File: config.mk
export PLATFORM = sky130hd
export DESIGN_NAME = uart_tx_flat
export DESIGN_NICKNAME = d
export VERILOG_FILES = /design/src/rtl/uart_tx_if.sv /design/src/rtl/uart_tx.sv /design/src/flat_wrapper.sv
export SDC_FILE = /design/constraint.sdc
export NUM_CORES = 1
export LEC_CHECK = 0
export BUFFER_PORTS_ARGS = -buffer_cell sky130_fd_sc_hd__clkbuf_2
export CORE_UTILIZATION = 57
export CTS_CLUSTER_DIAMETER = 120
export CTS_CLUSTER_SIZE = 40
export DETAILED_ROUTE_END_ITERATION = 6
export PLACE_DENSITY = 0.85
export SYNTH_ARGS = -nofsm -noshare
export SYNTH_HDL_FRONTEND = slang
export SYNTH_SLANG_ARGS = --single-unit
File: constraint.sdc
create_clock -name clk -period 3.6 [get_ports clk]
set_input_delay 0.72 -clock clk [delete_from_list [all_inputs] [get_ports clk]]
set_output_delay 0.72 -clock clk [all_outputs]
set_load 0.02 [all_outputs]
File: src/rtl/uart_tx_if.sv
// Parallel-side bundle of the UART transmitter: request word, framing
// configuration, serial line and busy flag.
interface uart_tx_if #(
    parameter int DATA_WIDTH     = 8,
    parameter int PRESCALE_WIDTH = 6
);
    logic [DATA_WIDTH-1:0]     P_DATA;
    logic                      Data_Valid;
    logic                      PAR_EN;
    logic                      PAR_TYP;
    logic [PRESCALE_WIDTH-1:0] Prescale;
    logic                      TX_OUT;
    logic                      Busy;

    modport master (
        output P_DATA, Data_Valid, PAR_EN, PAR_TYP, Prescale,
        input  TX_OUT, Busy
    );

    modport slave (
        input  P_DATA, Data_Valid, PAR_EN, PAR_TYP, Prescale,
        output TX_OUT, Busy
    );
endinterface

File: src/rtl/uart_tx.sv
// UART serial transmitter: start, 8 data bits LSB first, optional parity, stop.
// Optional feature macro UART_TX_HOLD_BUF_EN adds a one-entry holding register.
module uart_tx #(
    parameter int DATA_WIDTH     = 8,
    parameter int PRESCALE_WIDTH = 6
) (
    input  logic    clk,
    input  logic    rst,
    uart_tx_if.slave tx
);

    localparam logic [2:0] ST_IDLE   = 3'd0;
    localparam logic [2:0] ST_START  = 3'd1;
    localparam logic [2:0] ST_DATA   = 3'd2;
    localparam logic [2:0] ST_PARITY = 3'd3;
    localparam logic [2:0] ST_STOP   = 3'd4;

    function automatic logic parity_bit(input logic [DATA_WIDTH-1:0] d, input logic typ);
        return (^d) ^ typ;
    endfunction

    logic [2:0]                state_q, state_d;
    logic [PRESCALE_WIDTH-1:0] cnt_q, cnt_d;
    logic [PRESCALE_WIDTH-1:0] pre_q, pre_d;
    logic [2:0]                idx_q, idx_d;
    logic [DATA_WIDTH-1:0]     data_q, data_d;
    logic                      par_en_q, par_en_d;
    logic                      par_typ_q, par_typ_d;
    logic                      tx_q, tx_d;
    logic                      busy_q, busy_d;
    logic                      accept_s;
    logic                      bit_done_s;
    logic [PRESCALE_WIDTH-1:0] last_cnt_s;

`ifdef UART_TX_HOLD_BUF_EN
    logic                      hold_full_q, hold_full_d;
    logic [DATA_WIDTH-1:0]     hold_data_q, hold_data_d;
    logic                      hold_par_en_q, hold_par_en_d;
    logic                      hold_par_typ_q, hold_par_typ_d;
    logic [PRESCALE_WIDTH-1:0] hold_pre_q, hold_pre_d;
`endif

    // Bit-period bookkeeping: a latched prescale of 0 behaves like 1.
    always_comb begin
        accept_s   = tx.Data_Valid & ~busy_q;
        last_cnt_s = (pre_q == {PRESCALE_WIDTH{1'b0}}) ? {PRESCALE_WIDTH{1'b0}}
                                                        : pre_q - {{(PRESCALE_WIDTH-1){1'b0}}, 1'b1};
        bit_done_s = (cnt_q == last_cnt_s);
    end

    // Frame sequencing, request capture and holding-register management.
    always_comb begin
        state_d   = state_q;
        idx_d     = idx_q;
        data_d    = data_q;
        par_en_d  = par_en_q;
        par_typ_d = par_typ_q;
        pre_d     = pre_q;
`ifdef UART_TX_HOLD_BUF_EN
        hold_full_d    = hold_full_q;
        hold_data_d    = hold_data_q;
        hold_par_en_d  = hold_par_en_q;
        hold_par_typ_d = hold_par_typ_q;
        hold_pre_d     = hold_pre_q;
`endif
        if (state_q == ST_IDLE || bit_done_s) begin
            cnt_d = {PRESCALE_WIDTH{1'b0}};
        end else begin
            cnt_d = cnt_q + {{(PRESCALE_WIDTH-1){1'b0}}, 1'b1};
        end

        case (state_q)
            ST_IDLE: begin
                idx_d = 3'd0;
                if (accept_s) begin
                    state_d   = ST_START;
                    data_d    = tx.P_DATA;
                    par_en_d  = tx.PAR_EN;
                    par_typ_d = tx.PAR_TYP;
                    pre_d     = tx.Prescale;
                end else begin
                    state_d = ST_IDLE;
                end
            end
            ST_START: begin
                if (bit_done_s) begin
                    state_d = ST_DATA;
                end else begin
                    state_d = ST_START;
                end
            end
            ST_DATA: begin
                if (bit_done_s) begin
                    idx_d = idx_q + 3'd1;
                    if (idx_q == 3'd7) begin
                        state_d = par_en_q ? ST_PARITY : ST_STOP;
                    end else begin
                        state_d = ST_DATA;
                    end
                end else begin
                    state_d = ST_DATA;
                end
            end
            ST_PARITY: begin
                if (bit_done_s) begin
                    state_d = ST_STOP;
                end else begin
                    state_d = ST_PARITY;
                end
            end
            ST_STOP: begin
                if (bit_done_s) begin
`ifdef UART_TX_HOLD_BUF_EN
                    if (hold_full_q) begin
                        state_d     = ST_START;
                        data_d      = hold_data_q;
                        par_en_d    = hold_par_en_q;
                        par_typ_d   = hold_par_typ_q;
                        pre_d       = hold_pre_q;
                        hold_full_d = 1'b0;
                    end else if (accept_s) begin
                        // A request landing on the final stop cycle chains directly.
                        state_d   = ST_START;
                        data_d    = tx.P_DATA;
                        par_en_d  = tx.PAR_EN;
                        par_typ_d = tx.PAR_TYP;
                        pre_d     = tx.Prescale;
                    end else begin
                        state_d = ST_IDLE;
                    end
`else
                    state_d = ST_IDLE;
`endif
                end else begin
                    state_d = ST_STOP;
                end
            end
            default: begin
                state_d = ST_IDLE;
            end
        endcase

`ifdef UART_TX_HOLD_BUF_EN
        if (accept_s && state_q != ST_IDLE && !(state_q == ST_STOP && bit_done_s)) begin
            hold_full_d    = 1'b1;
            hold_data_d    = tx.P_DATA;
            hold_par_en_d  = tx.PAR_EN;
            hold_par_typ_d = tx.PAR_TYP;
            hold_pre_d     = tx.Prescale;
        end else begin
            hold_full_d = hold_full_d;
        end
        busy_d = hold_full_d;
`else
        busy_d = (state_d != ST_IDLE);
`endif
    end

    // Serial line value for the state being entered, so TX_OUT is a flop output.
    always_comb begin
        tx_d = 1'b1;
        case (state_d)
            ST_START:  tx_d = 1'b0;
            ST_DATA:   tx_d = data_d[idx_d];
            ST_PARITY: tx_d = parity_bit(data_d, par_typ_d);
            ST_IDLE:   tx_d = 1'b1;
            ST_STOP:   tx_d = 1'b1;
            default:   tx_d = 1'b1;
        endcase
    end

    // State registers with synchronous reset.
    always_ff @(posedge clk) begin
        if (rst) begin
            state_q   <= ST_IDLE;
            cnt_q     <= {PRESCALE_WIDTH{1'b0}};
            pre_q     <= {PRESCALE_WIDTH{1'b0}};
            idx_q     <= 3'd0;
            data_q    <= {DATA_WIDTH{1'b0}};
            par_en_q  <= 1'b0;
            par_typ_q <= 1'b0;
            tx_q      <= 1'b1;
            busy_q    <= 1'b0;
        end else begin
            state_q   <= state_d;
            cnt_q     <= cnt_d;
            pre_q     <= pre_d;
            idx_q     <= idx_d;
            data_q    <= data_d;
            par_en_q  <= par_en_d;
            par_typ_q <= par_typ_d;
            tx_q      <= tx_d;
            busy_q    <= busy_d;
        end
    end

`ifdef UART_TX_HOLD_BUF_EN
    // Holding register; reset discards any pending word.
    always_ff @(posedge clk) begin
        if (rst) begin
            hold_full_q    <= 1'b0;
            hold_data_q    <= {DATA_WIDTH{1'b0}};
            hold_par_en_q  <= 1'b0;
            hold_par_typ_q <= 1'b0;
            hold_pre_q     <= {PRESCALE_WIDTH{1'b0}};
        end else begin
            hold_full_q    <= hold_full_d;
            hold_data_q    <= hold_data_d;
            hold_par_en_q  <= hold_par_en_d;
            hold_par_typ_q <= hold_par_typ_d;
            hold_pre_q     <= hold_pre_d;
        end
    end
`endif

    assign tx.TX_OUT = tx_q;
    assign tx.Busy   = busy_q;

endmodule

File: src/flat_wrapper.sv
// flat-port wrapper written by rule: the top's interface ports become plain ports
module uart_tx_flat 
#(
    parameter int DATA_WIDTH     = 8,
    parameter int PRESCALE_WIDTH = 6
)
  (clk, rst, tx_P_DATA, tx_Data_Valid, tx_PAR_EN, tx_PAR_TYP, tx_Prescale, tx_TX_OUT, tx_Busy);
  uart_tx_if #(.DATA_WIDTH(DATA_WIDTH), .PRESCALE_WIDTH(PRESCALE_WIDTH)) tx_i ();
  input  logic clk;
  input  logic rst;
  input wire logic [$bits(tx_i.P_DATA)-1:0] tx_P_DATA;
  input wire logic [$bits(tx_i.Data_Valid)-1:0] tx_Data_Valid;
  input wire logic [$bits(tx_i.PAR_EN)-1:0] tx_PAR_EN;
  input wire logic [$bits(tx_i.PAR_TYP)-1:0] tx_PAR_TYP;
  input wire logic [$bits(tx_i.Prescale)-1:0] tx_Prescale;
  output wire logic [$bits(tx_i.TX_OUT)-1:0] tx_TX_OUT;
  output wire logic [$bits(tx_i.Busy)-1:0] tx_Busy;
  assign tx_i.P_DATA = tx_P_DATA;
  assign tx_i.Data_Valid = tx_Data_Valid;
  assign tx_i.PAR_EN = tx_PAR_EN;
  assign tx_i.PAR_TYP = tx_PAR_TYP;
  assign tx_i.Prescale = tx_Prescale;
  assign tx_TX_OUT = tx_i.TX_OUT;
  assign tx_Busy = tx_i.Busy;
  uart_tx #(.DATA_WIDTH(DATA_WIDTH), .PRESCALE_WIDTH(PRESCALE_WIDTH)) u_core (.clk(clk), .rst(rst), .tx(tx_i));
endmodule
==> flow_summary_export.csv, run 1 <==
group,metric,value,unit
outcome,outcome,"complete, no violations",
power,clkPwrFrac,30.4,%
clock_tree,hold_buffers,0,
detailed_routing,viasPerCell,5.90,
detailed_routing,drcViolationCount,0,
floorplanning,boundaryPins,21,
yosys,syn_area,1740,um^2
setup_path,rr_worst_depth,10,
sta,rsz0062_at_grt,"no",
yosys,yosysSeqAreaShare,34.5,%
floorplanning,design.die.area,3280,um^2
worst_hold_path,min_path_type,"reg -> reg",
detailed_routing,routed_wl,3.59,mm
clock_tree,path_clk_slew,0.10,ns
global_route,grt_pass1_vias,1441,
placed_design,place_ws,0.309,ns
sta,finalMaxSlewViolations,0,
global_route,grt_pass1_wl,6.13,mm
power,p_leak,0.000791,uW
yosys,synth_area_leaders,"dfxtp_1 (34%), nand2_1 (7.1%), xnor2_1 (7.0%)",
sta,finalSetupViolCount,0,
placed_design,numPortBuffers,20,
sta,finalHoldViolCount,0,
power,power_density,597,nW/um^2
placed_design,dpl.hpwl,2.64,mm
setup_path,crit_path_end_kind,"flop",
power,vdd_drop_max,0.358,mV
power,seqPwrFrac,36.3,%
setup_path,worstPathArrival,3.59,ns
setup_path,cp_max_fo,9,
detailed_routing,vias,1521,
floorplanning,die_h,57.3,um
sta,period_share,92.4,%
clock_tree,cts_max_path_buffers,2,
sta,fin_setup_tns,0,ns
clock_tree,clock_latency,0.32,ns
placed_design,gp_congestion,0.810,
layout,areaGrowthSynthToFinish,11.1,%
setup_path,critPathKind,"reg -> reg",
yosys,ys_ff_latch,30,
clock_tree,cts_tree,"done",
power,p_int,784,uW
clock_tree,clock_sinks,30,
global_route,track_usage,24.4,%
setup_path,slowest_stage,"or4b_4",
setup_path,cp-start-kind,"flop",
sta,finalWorstSetupSlack,0.273,ns
sta,clock_skew,0.00767,ns
yosys,synth_flop_cell,"dfxtp_1",
yosys,synthesis.nets,234,
yosys,synthesis.instances,211,
power,switching_share,32.1,%
global_route,grt_overflow_total,0,
detailed_routing,ant_nets,0,
clock_tree,htree_levels,2,
yosys,yosys.area.top_type_share,34.5,%
run,max-cap-violations,0,
power,power_frac_comb,33.3,%
sta,fin_crit,3.33,ns
layout,nets,249,
sta,tightest_slew,0.532,ns
floorplanning,die_w,57.3,um
yosys,synth.distinct_cells,47,
setup_path,critical_path_required,3.86,ns
detailed_routing,avgRoutedWirePerCell,13.9,um
yosys,yosys_warnings,0,
yosys,synth_edf_count,0,
clock_tree,cts_root_buf,"clkbuf_4",
setup_path,path_cells,"inv_1, ha_1, or4b_4, or4_1, o211ai_1, and4_1, mux2_4, and2_4, a2111o_1, a41oi_2",
detailed_routing,drt_first_pass_iters,4,
clock_tree,cts-resized-gates,0,
yosys,synth_top_cell_by_area,"dfxtp_1",
sta,slew_headroom,64.6,%
power,p_sw,371,uW
setup_path,max_stage_delay,0.51,ns
yosys,syn_area_per_cell,8.26,um^2
floorplanning,coreArea,2830,um^2
clock_tree,numCtsBuffers,5,
worst_hold_path,holdPathStages,2,
floorplanning,initial_core_util,61.6,%
clock_tree,post-cts-setup-buffer-count,0,
sta,fmax,301,MHz
yosys,async_reset_ff_share,0,%
layout,drive_gt1_share,16.7,%
global_route,antenna_found_initial,0,
detailed_routing,drtIter0Drc,59,
global_route,grt_max_degree,27,
layout,antenna_cells,0,
floorplanning,rows,19,
## layer usage
layer / global-route usage, % / routed length (um) / vias up
met5: 0 / 0 / -
met4: 6.27 / 25 / 0
met3: 7.03 / 186 / 4
met2: 42.4 / 1830 / 35
met1: 29.6 / 1550 / 708
li1: - / - / 774
## layout by cell type (no fill, tap or decap), drive strengths merged, types with 3 or more instances in the layout
cell type   n
nand3       7
dfxtp      30
o2111ai     3
clkbuf     26
xnor2      14
xor2        5
nand2      33
or2         3
inv         7
nor3        3
o21ai       3
or4         4
a21oi      17
mux2i       6
ha          4
nor2       20
a221oi      3
## power groups by stage
stage          Combinational, uW  Sequential, uW  Clock (uW)
5_1_grt                      427             427         376
3_5_place_dp                 382             426           0
2_1_floorplan                338             411           0
3_3_place_gp                 371             424           0
4_1_cts                      384             418         356
6_report                     384             419         352
## final timing paths
kind / startpoint / end / slack (ns)
worst max register to register: u_core.pre_q[0]$_SDFFE_PP0P_ / u_core.tx.TX_OUT$_SDFF_PP1_ / 0.27
worst min-delay path: u_core.par_en_q$_SDFFE_PP0P_ / u_core.par_en_q$_SDFFE_PP0P_ / 0.48
worst min register to register: u_core.par_en_q$_SDFFE_PP0P_ / u_core.par_en_q$_SDFFE_PP0P_ / 0.48
worst max-delay path: u_core.pre_q[0]$_SDFFE_PP0P_ / u_core.tx.TX_OUT$_SDFF_PP1_ / 0.27
## cell type report
type                    instances  area [um^2]
repair buffers                 21          108
clock buffers                   6         51.3
clock inverters                 2         60.1
multi-input cells             161         1050
flip-flops and latches         30          601
inverters                       7         26.3
fillers                       246          893
well taps                      31         38.8
## kinds of logic after synthesis
kind of cell	Yosys count	share of synthesized area (%)
flops	30	34.5
fa+ha+maj	4	2.87
buf+inv	20	5.24
xor+xnor	19	9.55
simple gates	87	24.9
compound gates	43	18.0
mux	8	4.95
## state kept, by name, indices dropped and copies added, names as in the netlist, 3 cells and up
signal          flops
u_core.state_q      3
u_core.idx_q        3
u_core.cnt_q        6
u_core.data_q       8
u_core.pre_q        6
## worst max-delay path, delay by kind of cell, from the launching register on
| family | cells | cell delay, ns |
|---|---|---|
| compound gates | 3 | 0.62 |
| fa+ha+maj | 1 | 0.28 |
| buf+inv | 1 | 0.09 |
| flops | 1 | 0.36 |
| mux | 1 | 0.37 |
| simple gates | 4 | 1.53 |
## synth_stat cells (2+ instances only)
cell type	number
xor2_1	5
nor2_1	20
or2_2	3
a21oi_1	17
nand3b_1	2
mux2i_1	6
and3b_1	2
clkbuf_1	10
a21o_1	2
dfxtp_1	30
a311oi_1	2
o21a_1	2
inv_1	7
or3_1	2
nor3_1	3
or4_1	4
o21ai_0	3
o2111ai_1	3
a221oi_1	3
ha_1	4
xnor2_1	14
nand4_1	2
buf_6	2
nand2_1	33
nand3_1	7
a2111o_1	2
## through the flow
stage	hold WS [ns]	power [uW]	util [%]	area, um^2	instances
after detailed placement	0.470	807	64.5	1820	250
after global placement	0.467	795	64.5	1820	250
final	0.483	1160	68.4	1940	258
after global routing	0.505	1230	68.4	1940	258
after floorplan	0.449	749	-	1740	211
after CTS	0.483	1160	68.4	1940	258
Note: power is estimated with default switching activity, not from simulation.
==> run 2: changes to the inputs <==
- CAP_MARGIN: not set -> 20
- CELL_PAD_IN_SITES_DETAIL_PLACEMENT: not set -> 1
- CELL_PAD_IN_SITES_GLOBAL_PLACEMENT: not set -> 1
- CORE_UTILIZATION: 57 -> 43
- PLACE_DENSITY: 0.85 -> 0.86
==> flow_summary_export.csv, run 2 (synthesized netlist as in run 1, its figures left out) <==
group,metric,value,unit
detailed_routing,drtIter0Drc,74,
global_route,track_usage,22.3,%
setup_path,cp-start-kind,"flop",
sta,fin_crit,3.31,ns
clock_tree,numCtsBuffers,5,
placed_design,gp_congestion,0.791,
layout,layout_common_cells,"nand2_1 (33), dfxtp_1 (30), nor2_1 (20), clkbuf_2 (20), a21oi_1 (17)",
global_route,grt_overflow_total,0,
sta,fin_setup_tns,0,ns
power,vdd_drop_max,0.361,mV
sta,rsz0062_at_grt,"no",
clock_tree,path_clk_slew,0.07,ns
clock_tree,hold_buffers,0,
detailed_routing,ant_nets,0,
worst_hold_path,min_path_type,"reg -> reg",
global_route,antenna_found_initial,0,
layout,drive_gt1_share,17.2,%
setup_path,cp_max_fo,9,
floorplanning,rows,22,
clock_tree,cts_root_buf,"clkbuf_8",
sta,slew_headroom,62.1,%
setup_path,crit_path_end_kind,"flop",
setup_path,critPathKind,"reg -> reg",
layout,largest_register_ffs,8,
detailed_routing,viasPerCell,5.61,
sta,clock_skew,0.00628,ns
sta,hold_slack,0.502,ns
sta,finalSetupViolCount,0,
outcome,outcome,"complete, no violations",
layout,top_register,"u_core.data_q",
layout,nets,249,
sta,tightest_slew,0.569,ns
placed_design,numPortBuffers,20,
floorplanning,design.die.area,4310,um^2
clock_tree,cts_max_path_buffers,2,
run,max-cap-violations,0,
floorplanning,die_w,65.7,um
clock_tree,clock_latency,0.28,ns
global_route,grt_pass1_vias,1606,
placed_design,dpl.hpwl,2.99,mm
global_route,grt_max_degree,27,
global_route,grt_pass1_wl,7.32,mm
floorplanning,boundaryPins,21,
clock_tree,htree_levels,2,
sta,period_share,91.8,%
sta,finalHoldViolCount,0,
detailed_routing,vias,1544,
layout,final_common_cell,"nand2_1",
sta,fmax,303,MHz
clock_tree,cts_tree,"done",
floorplanning,coreArea,3770,um^2
sta,finalMaxSlewViolations,0,
clock_tree,clock_sinks,30,
power,p_leak,0.000780,uW
layout,antenna_cells,0,
layout,top_regs,"u_core.data_q: 8 flops, u_core.cnt_q: 6 flops, u_core.pre_q: 6 flops",
detailed_routing,routed_wl,4.10,mm
power,power_density,568,nW/um^2
detailed_routing,avgRoutedWirePerCell,14.9,um
setup_path,worstPathArrival,3.52,ns
layout,areaGrowthSynthToFinish,11.4,%
setup_path,critical_path_required,3.81,ns
detailed_routing,drcViolationCount,0,
floorplanning,initial_core_util,46.2,%
layout,fin_util,51.5,%
detailed_routing,drt_first_pass_iters,4,
floorplanning,die_h,65.7,um
run 2: cell count changes in the layout (fill, tap and decap cells not counted), sizes merged:
cell	before	now
clkinv	0	1
bufinv	2	0
clkinvlp	0	1
run 2: area by class of cell:
| type | count | area [um^2] |
|---|---|---|
| multi-input cells | 161 | 1050 |
| repair buffers | 21 | 108 |
| clock inverters | 2 | 12.5 |
| well taps | 48 | 60.1 |
| inverters | 7 | 26.3 |
| fillers | 476 | 1830 |
| clock buffers | 6 | 82.6 |
| flip-flops and latches | 30 | 601 |
run 2: worst max-delay path: stages, from the launching register on:
cell and delay, ns:
dfxtp_1 0.35, inv_1 0.10, ha_1 0.29, or4b_4 0.51
or4_1 0.41, o211ai_1 0.09, and4_2 0.38, mux2_4 0.36
and2_4 0.18, a2111o_1 0.37, a41oi_2 0.18
run 2: worst paths after layout:
kind	depth (start not counted)	end	slack (ns)	start
worst min-delay path	2	u_core.par_en_q$_SDFFE_PP0P_	0.50	u_core.par_en_q$_SDFFE_PP0P_
worst max-delay path	10	u_core.tx.TX_OUT$_SDFF_PP1_	0.29	u_core.pre_q[0]$_SDFFE_PP0P_
worst min register to register	2	u_core.par_en_q$_SDFFE_PP0P_	0.50	u_core.par_en_q$_SDFFE_PP0P_
worst max register to register	10	u_core.tx.TX_OUT$_SDFF_PP1_	0.29	u_core.pre_q[0]$_SDFFE_PP0P_
run 2: per-stage QoR:
stage	total power, uW	worst slack, ns	std cells	cell area, um^2
floorplan	749	0.572	211	1740
global placement	809	0.334	267	1850
detailed placement	822	0.235	267	1850
CTS	1110	0.202	275	1940
global route	1180	0.0860	275	1940
finish	1100	0.295	275	1940
run 2: routing by layer:
| metal | share of wire, % | track usage [%] | up-vias |
|---|---|---|---|
| met2 | 47 | 36.9 | 23 |
| met5 | 0 | 0 | - |
| met1 | 48 | 27.3 | 734 |
| li1 | - | - | 778 |
| met3 | 3.0 | 5.56 | 9 |
| met4 | 2.0 | 8.97 | 0 |
run 2: power breakdown:
group	switching, uW	leakage, uW	total [uW]	internal, uW
Sequential	50.4	0.000245	422	372
Combinational	221	0.000488	400	179
Clock	128	0.0000472	281	153
run 2: repair_timing:
item / 4_1_cts / 5_1_grt
endpoints found under the setup margin: 0 / 1
setup buffers: 0 / 0
gates resized for setup: 0 / 1
==> run 3: changes to the inputs <==
- GPL_TIMING_DRIVEN: not set -> 0
==> flow_summary_export.csv, run 3 (synthesized netlist as in run 1, its figures left out) <==
group,metric,value,unit
layout,nets,260,
setup_path,crit_path_end_kind,"flop",
sta,hold_slack,0.487,ns
sta,fin_crit,3.35,ns
placed_design,placed_area,1900,um^2
placed_design,gp_congestion,0.761,
sta,period_share,93.2,%
outcome,outcome,"complete, no violations",
floorplanning,rows,22,
worst_hold_path,holdPathStages,2,
floorplanning,boundaryPins,21,
global_route,grt_overflow_total,0,
sta,finalMaxSlewViolations,0,
detailed_routing,ant_nets,0,
sta,slew_headroom,63.6,%
layout,largest_register_ffs,8,
layout,layout_common_cells,"nand2_1 (33), dfxtp_1 (30), nor2_1 (20), clkbuf_2 (19), a21oi_1 (17)",
global_route,grt_pass1_vias,1602,
placed_design,dpl.hpwl,3.08,mm
detailed_routing,drcViolationCount,0,
setup_path,rr_worst_depth,11,
clock_tree,cts_root_buf,"clkbuf_8",
clock_tree,path_clk_slew,0.06,ns
clock_tree,cts_max_path_buffers,2,
layout,areaGrowthSynthToFinish,14.1,%
power,p_total,1130,uW
layout,drive_gt1_share,16.0,%
clock_tree,numCtsBuffers,5,
layout,fillCellCount,474,
floorplanning,coreArea,3770,um^2
detailed_routing,drt_first_pass_iters,4,
clock_tree,cts-resized-gates,0,
detailed_routing,routed_wl,4.19,mm
sta,fmax,298,MHz
setup_path,cp_max_fo,9,
placed_design,numPortBuffers,19,
floorplanning,die_w,65.7,um
power,power_density,566,nW/um^2
clock_tree,hold_buffers,0,
sta,tightest_slew,0.547,ns
clock_tree,post-cts-setup-buffer-count,0,
global_route,grt_max_degree,11,
sta,finalSetupViolCount,0,
clock_tree,clock_sinks,30,
layout,antenna_cells,0,
power,vdd_drop_max,0.322,mV
floorplanning,initial_core_util,46.2,%
sta,fin_setup_tns,0,ns
layout,top_register,"u_core.data_q",
power,p_leak,0.000801,uW
setup_path,critical_path_required,3.82,ns
sta,clock_skew,0.00517,ns
run,max-cap-violations,0,
detailed_routing,viasPerCell,5.59,
clock_tree,clock_latency,0.29,ns
floorplanning,design.die.area,4310,um^2
detailed_routing,vias,1598,
detailed_routing,drtIter0Drc,46,
clock_tree,htree_levels,2,
global_route,track_usage,22.6,%
layout,postLayoutCellArea,1990,um^2
global_route,grt_pass1_wl,7.31,mm
sta,rsz0062_at_grt,"no",
global_route,antenna_found_initial,0,
layout,final_common_cell,"nand2_1",
layout,top_regs,"u_core.data_q: 8 flops, u_core.cnt_q: 6 flops, u_core.pre_q: 6 flops",
setup_path,cp-start-kind,"flop",
floorplanning,die_h,65.7,um
clock_tree,cts_tree,"done",
sta,finalHoldViolCount,0,
setup_path,worstPathArrival,3.57,ns
setup_path,critPathKind,"reg -> reg",
worst_hold_path,min_path_type,"reg -> reg",
detailed_routing,avgRoutedWirePerCell,14.7,um
==> run 3: through the flow <==
stage	util, %	setup WS (ns)	instances
3_5_place_dp	50.3	0.304	278
3_3_place_gp	50.3	0.357	278
2_1_floorplan	-	0.572	211
5_1_grt	52.8	0.111	286
6_report	52.8	0.246	286
4_1_cts	52.8	0.229	286
==> run 3: layer usage <==
layer | track usage (%) | up-vias | share of wire (%)
met5 | 0 | - | 0
met2 | 35.7 | 30 | 46
met4 | 13.6 | 0 | 2.9
li1 | - | 795 | -
met1 | 28.5 | 760 | 48
met3 | 3.99 | 13 | 3.1
==> run 3: path summary, 6_finish.rpt <==
check | from | to | slack, ns
setup reg to reg | u_core.pre_q[0]$_SDFFE_PP0P_ | u_core.tx.TX_OUT$_SDFF_PP1_ | 0.25
setup / recovery | u_core.pre_q[0]$_SDFFE_PP0P_ | u_core.tx.TX_OUT$_SDFF_PP1_ | 0.25
hold reg to reg | u_core.par_en_q$_SDFFE_PP0P_ | u_core.par_en_q$_SDFFE_PP0P_ | 0.49
hold / removal | u_core.par_en_q$_SDFFE_PP0P_ | u_core.par_en_q$_SDFFE_PP0P_ | 0.49
==> run 3: area by class of cell <==
type | instances | area (um^2) | area share (%)
multi-input combinational | 161 | 1050 | 52.8
sequential | 30 | 601 | 30.2
timing repair buffer | 19 | 95.1 | 4.78
clock buffer | 7 | 86.3 | 4.34
buffer | 13 | 65.1 | 3.27
tap | 48 | 60.1 | 3.02
inverter | 7 | 26.3 | 1.32
clock inverter | 1 | 5.00 | 0.252
==> run 3: critical path: stages, from the launching register on <==
cell and delay [ns]:
dfxtp_1 0.36, inv_1 0.10, ha_1 0.30, or4b_4 0.52, or4_1 0.41, o211ai_1 0.11, and4_1 0.25, buf_6 0.15
mux2_4 0.34, and2_4 0.19, a2111o_1 0.39, a41oi_2 0.18
==> run 3: report_power, final <==
part           switching (uW)  internal (uW)
combinational             244            197
sequential               33.3            372
clock                     126            154
total                     404            722
